File: src/rtl/wb_master_bridge.sv
// ============================================================================
// wb_master_bridge: valid/ready request/response port to Wishbone classic master
// Revision: 1.0
// ============================================================================
`default_nettype none

module wb_master_bridge #(
  parameter int TIMEOUT_CYCLES = 255,
  parameter int TO_W           = 16
) (
  input  logic        clk,
  input  logic        nrst,
  input  logic        req_valid,
  output logic        req_ready,
  input  logic        req_we,
  input  logic [31:0] req_addr,
  input  logic [31:0] req_wdata,
  input  logic [3:0]  req_sel,
  output logic        rsp_valid,
  input  logic        rsp_ready,
  output logic [31:0] rsp_rdata,
  output logic        rsp_err,
  output logic [7:0]  timeout_count,
  output logic [31:0] ADR_O,
  output logic [31:0] DAT_O,
  output logic [3:0]  SEL_O,
  output logic        WE_O,
  output logic        STB_O,
  output logic        CYC_O,
  input  logic [31:0] DAT_I,
  input  logic        ACK_I
);

  typedef enum logic [1:0] {
    IDLE = 2'd0,
    BUS  = 2'd1,
    RESP = 2'd2
  } state_t;

  localparam logic [TO_W-1:0] TO_LAST = TO_W'(TIMEOUT_CYCLES - 1);

  state_t          state, state_nxt;
  logic [TO_W-1:0] cnt, cnt_nxt;
  logic            bus_active, bus_active_nxt;
  logic [31:0]     adr_nxt, dat_nxt, rdata_nxt;
  logic [3:0]      sel_nxt;
  logic            we_nxt, rvalid_nxt, err_nxt;
  logic [7:0]      tc_nxt;

  assign req_ready = (state == IDLE);
  // CYC_O and STB_O are always asserted together for single-beat cycles.
  assign CYC_O     = bus_active;
  assign STB_O     = bus_active;

  always_ff @(posedge clk) begin
    if (!nrst) begin
      state         <= IDLE;
      cnt           <= '0;
      bus_active    <= 1'b0;
      ADR_O         <= '0;
      DAT_O         <= '0;
      SEL_O         <= '0;
      WE_O          <= 1'b0;
      rsp_valid     <= 1'b0;
      rsp_rdata     <= '0;
      rsp_err       <= 1'b0;
      timeout_count <= '0;
    end else begin
      state         <= state_nxt;
      cnt           <= cnt_nxt;
      bus_active    <= bus_active_nxt;
      ADR_O         <= adr_nxt;
      DAT_O         <= dat_nxt;
      SEL_O         <= sel_nxt;
      WE_O          <= we_nxt;
      rsp_valid     <= rvalid_nxt;
      rsp_rdata     <= rdata_nxt;
      rsp_err       <= err_nxt;
      timeout_count <= tc_nxt;
    end
  end

  always_comb begin
    state_nxt      = state;
    cnt_nxt        = cnt;
    bus_active_nxt = bus_active;
    adr_nxt        = ADR_O;
    dat_nxt        = DAT_O;
    sel_nxt        = SEL_O;
    we_nxt         = WE_O;
    rvalid_nxt     = rsp_valid;
    rdata_nxt      = rsp_rdata;
    err_nxt        = rsp_err;
    tc_nxt         = timeout_count;

    case (state)
      IDLE: begin
        if (req_valid) begin
          adr_nxt        = req_addr;
          dat_nxt        = req_we ? req_wdata : 32'd0;
          sel_nxt        = req_sel;
          we_nxt         = req_we;
          bus_active_nxt = 1'b1;
          cnt_nxt        = '0;
          state_nxt      = BUS;
        end
      end
      BUS: begin
        // An ACK on the final timeout edge still completes normally.
        if (ACK_I) begin
          bus_active_nxt = 1'b0;
          rdata_nxt      = WE_O ? 32'd0 : DAT_I;
          err_nxt        = 1'b0;
          rvalid_nxt     = 1'b1;
          state_nxt      = RESP;
        end else if (cnt == TO_LAST) begin
          bus_active_nxt = 1'b0;
          rdata_nxt      = 32'd0;
          err_nxt        = 1'b1;
          rvalid_nxt     = 1'b1;
          if (timeout_count != 8'hFF) begin
            tc_nxt = timeout_count + 8'd1;
          end
          state_nxt      = RESP;
        end else begin
          cnt_nxt = cnt + TO_W'(1);
        end
      end
      RESP: begin
        if (rsp_ready) begin
          rvalid_nxt = 1'b0;
          err_nxt    = 1'b0;
          state_nxt  = IDLE;
        end
      end
      default: state_nxt = IDLE;
    endcase
  end

endmodule

`default_nettype wire

File: config.mk
export PLATFORM = sky130hd
export DESIGN_NAME = wb_master_bridge
export DESIGN_NICKNAME = d
export VERILOG_FILES = /design/src/rtl/wb_master_bridge.sv
export SDC_FILE = /design/constraint.sdc
export NUM_CORES = 1
export LEC_CHECK = 0
export CAP_MARGIN = 20
export CORE_ASPECT_RATIO = 0.7
export CORE_UTILIZATION = 35
export DETAILED_ROUTE_END_ITERATION = 6
export GPL_TIMING_DRIVEN = 0
export PLACE_DENSITY = 0.71
export RECOVER_POWER = 50
export SYNTH_ARGS = -nofsm -noshare
export SYNTH_HDL_FRONTEND = slang
export SYNTH_SLANG_ARGS = --single-unit
File: constraint.sdc
create_clock -name clk -period 1.7 [get_ports clk]
set_input_delay 0.34 -clock clk [delete_from_list [all_inputs] [get_ports clk]]
set_output_delay 0.34 -clock clk [all_outputs]
set_load 0.005 [all_outputs]
After elaboration in Yosys (flattened, before gate mapping). Cells that the tools add are included.

Register bits: 130. Input bits: 106. Output and inout bits: 114. Word-level logic and storage cells: 57.

Add/subtract/negate cells: 2. Equality and inequality tests: 9. Mux-type cells: 23. Bitwise gates (word level): 1. Reductions and logical operators: 11.

Operators by type and width (number): two-way mux 32 bit (4); two-way mux 16 bit (3); case mux 16 bit (2 select lines) (1); adder 16 x 1 -> 16 bit, second input constant (1); == test 16 x 8 -> 1 bit, second input constant (1); AND reduction 3 bit (3); adder 8 x 1 -> 8 bit, second input constant (1); two-way mux 2 bit (4); inequality test 2 bit, second input constant (4); inequality test 8 bit, second input constant (1); AND reduction 4 bit (2); two-way mux 1 bit (7); case mux 1 bit (2 select lines) (3); case mux 2 bit (3 select lines) (1); nonzero test 2 bit (3); AND reduction 2 bit (2); inequality test 3 bit, second input constant (1); == test 2 x 1 -> 1 bit, second input constant (1); == test 2 bit, second input constant (1); logical NOT 2 bit (1); NOT 1 bit (1).

Longest topological paths before layout. Gate-level depths: netlist (run 1).

Depth in word-level cells: 4. Mapped depth: 8. Gate-level depth less buffers: 6.

Worst setup path after synthesis (run 1). Ideal clock, no wire load.

Kind: register to register. Start: register cnt[0]. End: register rsp_rdata[21]. Library setup time: 0.117 ns. Data arrival time: 1.783 ns. Required time: 1.583 ns. Path slack: -0.200 ns. Stages on the path, launching flop included: 9. Path buffers: 2. Period minus slack after synthesis: 1.900 ns. Path through: dfxtp_1 inv_1 ha_1 nor4b_1 and4_1 buf_2 o21ai_2 clkbuf_1 a32o_1.

Word-level cells in the longest chain between the ends: 3.

Ends and longest elaborated chain: from (decl) (line 43) `logic [TO_W-1:0] cnt, cnt_nxt;`; from (signal assigned) (line 70) `cnt <= cnt_nxt;`; == test 16 x 8 -> 1 bit (line 116) `end else if (cnt == TO_LAST) begin`; nonzero test 2 bit (no source line); AND reduction 2 bit (no source line); to (signal assigned) (line 77) `rsp_rdata <= rdata_nxt;`; to (decl) (line 21) `output logic [31:0] rsp_rdata,`.

Every way passes these cells. A chain may end at the register's enable or synchronous reset.

Worst setup path in the final report (run 1).
Start: register cnt[0]. End: register rsp_err.

Word-level cells in the longest chain between the ends: 3.

Ends and longest elaborated chain: == test 16 x 8 -> 1 bit (line 116); inequality test 3 bit (no source line); AND reduction 3 bit (no source line); to (signal assigned) (line 78) `rsp_err <= err_nxt;`; to (decl) (line 22) `output logic rsp_err,`.

Every way passes these cells.

==> run_results.csv, run 1 <==
group,metric,value,unit
logic_synthesis,yosysTopAreaCell,"dfxtp_1",
worst_setup_path,worst_path_max_delay_cell,"dfxtp_2",
grt,grt_usage,23.23,%
grt,grt_pass1_vias,5373,
worst_setup_path,cp-start-kind,"register",
clock_network,insertion_delay,0.41,ns
logic_synthesis,synth_cells,583,
logic_synthesis,netlist.area_leader.share,51.55,%
grt,grt_max_degree,17,
sta,period_needed,1.903,ns
worst_setup_path,criticalPathCategory,"reg2reg",
finish,syn_to_final_growth,73.36,%
logic_synthesis,ys_seq_area_share,51.55,%
sta,layout_setup_ws,-0.2027,ns
logic_synthesis,syn-num-nets,692,
grt,antenna_found_initial,0,
floorplan,die_h,102.5,um
sta,hold_viol,0,
floorplan,dieArea,14920,um2
finish,final_cell_mix,"clkdlybuf4s50_1, nand2_1, dfxtp_1, a21oi_1, nand3_1",
logic_synthesis,synth_area_leaders,"dfxtp_1, nand2_1, a21oi_1",
worst_setup_path,cp-end-kind,"register",
power_and_ir_drop,vdd_drop_max,0.0007426,V
worst_hold_path,whs_path_depth,3,
finish,final_common_cell,"clkdlybuf4s50_1",
power_and_ir_drop,power,8.360,mW
sta,setup_viol,51,
worst_setup_path,required,2.05,ns
floorplan,std_cell_rows,36,
worst_setup_path,path_max_fanout,10,
finish,nNetsFinal,954,
worst_setup_path,r2r-end,"rsp_err",
floorplan,initial_utilization,36.04,%
clock_network,h-tree-depth,4,
routing,avgRoutedWirePerCell,17.57,um
logic_synthesis,synth-main-ff-cell,"dfxtp_1",
outcome,violations,"setup timing",
floorplan,num_io_pins,220,
worst_setup_path,rr_worst_depth,9,
clock_network,clockRootBuffer,"clkbuf_16",
finish,final_util,62.48,%
sta,rsz0062_at_grt,"yes",
placement,hpwl,12740,um
logic_synthesis,synth-seq-cells,130,
worst_hold_path,holdPathEnd,"DAT_O[1]",
sta,max_slew_margin,61.42,%
routing,drt_iter0_markers,367,
sta,hold_slack,0.3023,ns
placement,port_buffers,218,
placement,routabilityCongestion,0.8761,
logic_synthesis,synth_area,5049,um2
clock_network,clkSinkCount,130,
worst_setup_path,path_cells,"inv_2 -> ha_4 -> nor4b_4 -> nand4_1 -> buf_6 -> buf_8 -> buf_4 -> nor4_1 -> a41o_1",
worst_setup_path,arrival,2.26,ns
routing,drc,0,
logic_synthesis,synth.distinct_cells,52,
sta,finalCritPeriodShare,111.9,%
worst_hold_path,min_from,"req_we",
worst_setup_path,rrSetupSlack,-0.20,ns
power_and_ir_drop,leakage,3.155,nW
grt,grt-ovfl-total,0,
routing,vias,5620,
routing,via_per_inst,5.363,
worst_setup_path,r2r_start,"cnt[0]",
routing,ant_nets,0,
routing,wl,18420,um
clock_network,cts_tree,"built",
sta,tightest_slew,0.5787,ns
worst_hold_path,min_path_type,"in2reg",
power_and_ir_drop,powerDensity,955.2,nW/um2
sta,fmax,525.6,MHz
flow_run,cap_violations,0,
clock_network,cts_buffers,17,
outcome,status,"finished with violations",
finish,drive_above_1_share,17.48,%
worst_setup_path,max_stage_delay,0.34,ns
finish,antenna-diode-count,0,
floorplan,coreArea,14010,um2
logic_synthesis,postSynthAreaPerCell,8.660,um2
logic_synthesis,synth_edf_count,0,
worst_setup_path,path_buf_inv,4,
clock_network,clk_pin_slew,0.07,ns
clock_network,cts_buffer_depth,2,
sta,maxSlewViolCount,0,
floorplan,die_w,145.6,um
grt,grt_pass1_wl,27470,um
sta,finClkSkew,0.01168,ns
logic_synthesis,ys_warn_count,0,
logic_synthesis,synthArstFlopShare,0,%
worst_setup_path,cp_top_family,"simple AND/OR/NAND/NOR gates",
routing,drt-pass1-iter-count,5,
[state kept, by name, indices dropped and copies added (netlist names)]
name,count
timeout_count,8
SEL_O,4
state,2
ADR_O,32
rsp_rdata,32
cnt,16
rsp_valid,1
WE_O,1
rsp_err,1
DAT_O,32
CYC_O,1
[tightest hold or removal path, delay by kind of cell]
family                 cells  cell delay, ns
AO/OA/AOI/OAI              1            0.06
AND/OR/NAND/NOR            1            0.11
buffers and inverters      1            0.15
[per-layer routing]
layer / up-vias / global-route usage [%] / part of all wire [%] / wire length (um)
li1: 2647 / - / - / -
met1: 2656 / 27.56 / 40 / 7438
met2: 285 / 40.79 / 49 / 8990
met3: 32 / 6.830 / 9.2 / 1701
met4: 0 / 7.773 / 1.6 / 289
met5: - / 0 / 0 / 0
[stage by stage]
| stage | worst slack [ns] | cells | setup TNS, ns | area [um2] |
|---|---|---|---|---|
| 2_1_floorplan | -0.1333 | 583 | -0.2343 | 5101 |
| 3_3_place_gp | -0.8853 | 991 | -79.69 | 7521 |
| 3_5_place_dp | -0.8966 | 991 | -85.33 | 7521 |
| 4_1_cts | -0.1369 | 1035 | -4.382 | 8462 |
| 5_1_grt | -0.2285 | 1048 | -8.630 | 8752 |
| 6_report | -0.2027 | 1048 | -6.103 | 8752 |
[kinds of logic after synthesis]
group | synth area share (%)
AO/OA/AOI/OAI | 20.94
flip-flops | 51.55
buffers and inverters | 4.758
adder cells (fa/ha/maj) | 0.7436
AND/OR/NAND/NOR | 21.81
multiplexers | 0.1983
[power breakdown]
group	switching, mW	internal, mW	total (mW)
combinational	0.465	0.587	1.05
sequential	0.0734	3.17	3.24
clock	1.51	2.55	4.06
total	2.05	6.31	8.36
[worst max path at each step]
stage                     slack, ns               end      from  depth (start not counted)
after floorplan               -0.13  timeout_count[4]  state[1]                          6
after global placement        -0.89            cnt[9]     ACK_I                          5
after detailed placement      -0.90            cnt[9]     ACK_I                          5
after CTS                     -0.14            cnt[1]    cnt[0]                          8
after global routing          -0.23  timeout_count[2]  state[0]                          5
final                         -0.20           rsp_err    cnt[0]                          9
[timing repair]
item                       4_1_cts  5_1_grt
pin swaps                       15       17
hold buffers                     0        0
setup endpoints to repair      136      128
setup buffers                   15       13
gates resized for setup         71       62
cloned                           2        1
[final cells by class]
| class | instances | area (um2) |
|---|---|---|
| Sequential cell | 130 | 2629 |
| Tap cell | 190 | 237.7 |
| Fill cell | 1119 | 5256 |
| Clock inverter | 14 | 214.0 |
| Clock buffer | 18 | 439.2 |
| Buffer | 49 | 315.3 |
| Timing Repair Buffer | 246 | 2410 |
| Multi-Input combinational cell | 394 | 2481 |
| Inverter | 7 | 26.28 |
[synthesized netlist by cell type, drive strengths merged, types with 3 or more instances]
cell type,instances
dfxtp,130
nand2,127
a21oi,85
clkbuf,44
nand3,38
a32o,32
nand4,11
buf,9
nor3,8
inv,7
nor4,7
or4,7
o31ai,6
or3,6
a31oi,5
and3,5
nand2b,5
o21ai,5
a311oi,4
nor2,4
ha,3
Power figures use the tool's default switching activity.
==> inputs of run 2 (changes only) <==
--- a/config.mk
+++ b/config.mk
@@ -10,7 +10,7 @@
 export CORE_UTILIZATION = 35
 export DETAILED_ROUTE_END_ITERATION = 6
 export GPL_TIMING_DRIVEN = 0
-export PLACE_DENSITY = 0.71
+export PLACE_DENSITY = 0.69
 export RECOVER_POWER = 50
 export SYNTH_ARGS = -nofsm -noshare
 export SYNTH_HDL_FRONTEND = slang
==> constraint.sdc (replaced) <==
create_clock -name clk -period 2.4 [get_ports clk]
set_input_delay 0.48 -clock clk [delete_from_list [all_inputs] [get_ports clk]]
set_output_delay 0.48 -clock clk [all_outputs]
set_load 0.005 [all_outputs]
==> run 2 against run 1 <==
Net effect:
- the flow now finishes without violations
- wire length down 8.8%
- power shrank 34%
- flip-flop and latch count did not move
- critical path depth fell by 4
- setup slack better by 0.32 ns
- sequential share of layout area rose by 2.2 points
- combinational power shrank 37%
- utilization is 4.9 points lower
- die area unchanged
- worst hold slack improved by 0.14 ns
- critical path type is now in2reg
- highest routed layer unchanged
==> run_results.csv, run 2 (synthesized netlist as in run 1, its figures left out) <==
group,metric,value,unit
outcome,status,"completed",
placement,place_ws,-0.3413,ns
sta,layout_setup_ws,0.1210,ns
worst_setup_path,criticalPathCategory,"in2reg",
finish,nNetsFinal,929,
worst_setup_path,path_max_fanout,10,
sta,maxSlewViolCount,0,
worst_setup_path,cp-end-kind,"register",
clock_network,clk_pin_slew,0.06,ns
placement,routabilityCongestion,0.8595,
worst_setup_path,max_stage_delay,0.61,ns
worst_setup_path,r2r-end,"rsp_rdata[21]",
floorplan,std_cell_rows,36,
routing,avgRoutedWirePerCell,16.44,um
worst_hold_path,holdPathEnd,"DAT_O[0]",
worst_setup_path,rr_worst_depth,7,
sta,hold_slack,0.4446,ns
grt,grt_pass1_wl,25800,um
power_and_ir_drop,powerDensity,687.5,nW/um2
routing,drc,0,
power_and_ir_drop,switching_share,24.88,%
grt,antenna_found_initial,0,
routing,ant_nets,0,
clock_network,cts_buffers,17,
clock_network,h-tree-depth,4,
grt,grt_usage,21.79,%
clock_network,post_cts_buffers,0,
sta,tightest_slew,0.6785,ns
power_and_ir_drop,pwr-share-comb,11.9,%
finish,multi_input_area,2212,um2
floorplan,initial_utilization,36.04,%
finish,final_common_cell,"dfxtp_1",
finish,nFillCells,1219,
worst_setup_path,arrival,2.55,ns
worst_setup_path,cp-start-kind,"primary input",
finish,drive_above_1_share,5.409,%
finish,antenna-diode-count,0,
floorplan,dieArea,14920,um2
sta,setup_viol,0,
finish,ff_latch_area,2603,um2
sta,finalCritPeriodShare,94.96,%
sta,max_slew_margin,54.47,%
floorplan,num_io_pins,220,
clock_network,clockRootBuffer,"clkbuf_16",
grt,grt-ovfl-total,0,
worst_setup_path,path_buf_inv,2,
worst_setup_path,required,2.67,ns
worst_setup_path,cp_top_family,"compound AO/OA/AOI/OAI gates",
grt,grtUsageMet3,6.875,%
worst_setup_path,rrSetupSlack,0.20,ns
finish,final_cell_mix,"dfxtp_1, nand2_1, dlygate4sd3_1, clkdlybuf4s50_1, a21oi_1",
power_and_ir_drop,leakage,3.128,nW
floorplan,die_h,102.5,um
placement,port_buffers,218,
floorplan,die_w,145.6,um
worst_setup_path,r2r_start,"cnt[1]",
clock_network,insertion_delay,0.42,ns
grt,grt_pass1_vias,5179,
power_and_ir_drop,switching_power,1.380,mW
routing,via_per_inst,5.299,
routing,wl,16800,um
power_and_ir_drop,power.share.clock,46.8,%
clock_network,cts_buffer_depth,2,
sta,rsz0062_at_grt,"no",
worst_setup_path,worst_path_max_delay_cell,"o21ai_1",
flow_run,cap_violations,0,
grt,grt.met1_usage,27.43,%
finish,syn_to_final_growth,59.83,%
routing,vias,5416,
sta,finClkSkew,0.01297,ns
grt,use_met2,35.76,%
sta,fin_setup_tns,0,ns
finish,final_util,57.60,%
routing,drt-pass1-iter-count,6,
sta,hold_viol,0,
sta,period_needed,2.279,ns
placement,hpwl,12470,um
grt,grt_max_degree,17,
finish,top_regs,"ADR_O x32, DAT_O x32, rsp_rdata x32",
clock_network,cts_tree,"built",
worst_setup_path,path_cells,"clkdlybuf4s50_1 -> or3b_1 -> clkbuf_1 -> o21ai_1 -> o221ai_1",
grt,grt-busiest-layer,"met2",
clock_network,clkSinkCount,130,
power_and_ir_drop,p_seq_share,41.3,%
power_and_ir_drop,internal_power,4.167,mW
worst_hold_path,whs_path_depth,2,
worst_hold_path,min_path_type,"reg2reg",
power_and_ir_drop,power,5.547,mW
routing,drt_iter0_markers,302,
worst_hold_path,min_from,"DAT_O[0]",
sta,fmax,438.8,MHz
power_and_ir_drop,vdd_drop_max,0.0005117,V
floorplan,coreArea,14010,um2
run 2: changes by cell type in the layout (fill, tap and decap cells not counted), moves of 12 or more:
cell / delta
dfxtp_2: -12
dlygate4sd3_1: +115
buf_4: -25
clkdlybuf4s50_1: -110
clkbuf_1: +27
clkbuf_2: -12
dfxtp_1: +15
run 2: routing by layer:
layer,routed length [um],vias to the layer above
met2,7800,222
li1,-,2594
met3,1304,26
met1,7480,2574
met4,218,0
met5,0,-
run 2: worst max-delay path by stage:
stage / from / to / slack [ns] / depth (start not counted)
after floorplan: cnt[0] / rsp_rdata[21] / 0.50 / 8
after global placement: nrst / DAT_O[29] / -0.33 / 6
after detailed placement: nrst / ADR_O[5] / -0.34 / 6
after CTS: nrst / ADR_O[5] / 0.07 / 6
after global routing: cnt[2] / rsp_rdata[21] / 0.009 / 6
final: ACK_I / cnt[9] / 0.12 / 5
run 2: stage by stage:
stage               cell area (um2)  instances
floorplan                      5049        583
global placement               7468        991
detailed placement             7468        991
CTS                            8064       1022
global route                   8069       1022
finish                         8069       1022
run 2: what timing repair did:
item,4_1_cts,5_1_grt
hold buffers,0,0
pin swaps,0,1
setup endpoints to repair,7,46
cloned,0,0
gates resized for setup,1,8
run 2: cell type report:
class | instances | area share [%]
clock inverter | 13 | 1.861
timing repair buffer | 218 | 27.04
tap | 190 | 2.946
multi-input combinational | 393 | 27.42
buffer | 53 | 2.714
sequential | 130 | 32.25
clock buffer | 18 | 5.443
inverter | 7 | 0.3256
run 2: worst reg2reg max path, delay by kind of cell (launching register included):
kind / cells / cell delay, ns
adder cells (fa/ha/maj): 1 / 0.18
buffers and inverters: 2 / 0.46
AO/OA/AOI/OAI: 2 / 0.47
AND/OR/NAND/NOR: 2 / 0.56
flip-flops: 1 / 0.41
run 2: power groups by stage:
stage          clock, mW  sequential [mW]  combinational, mW
2_1_floorplan          0             2.35              0.235
3_3_place_gp           0             2.34              0.677
3_5_place_dp           0             2.34              0.687
4_1_cts             2.64             2.30              0.691
5_1_grt             2.72             2.30              0.715
6_report            2.60             2.29              0.659
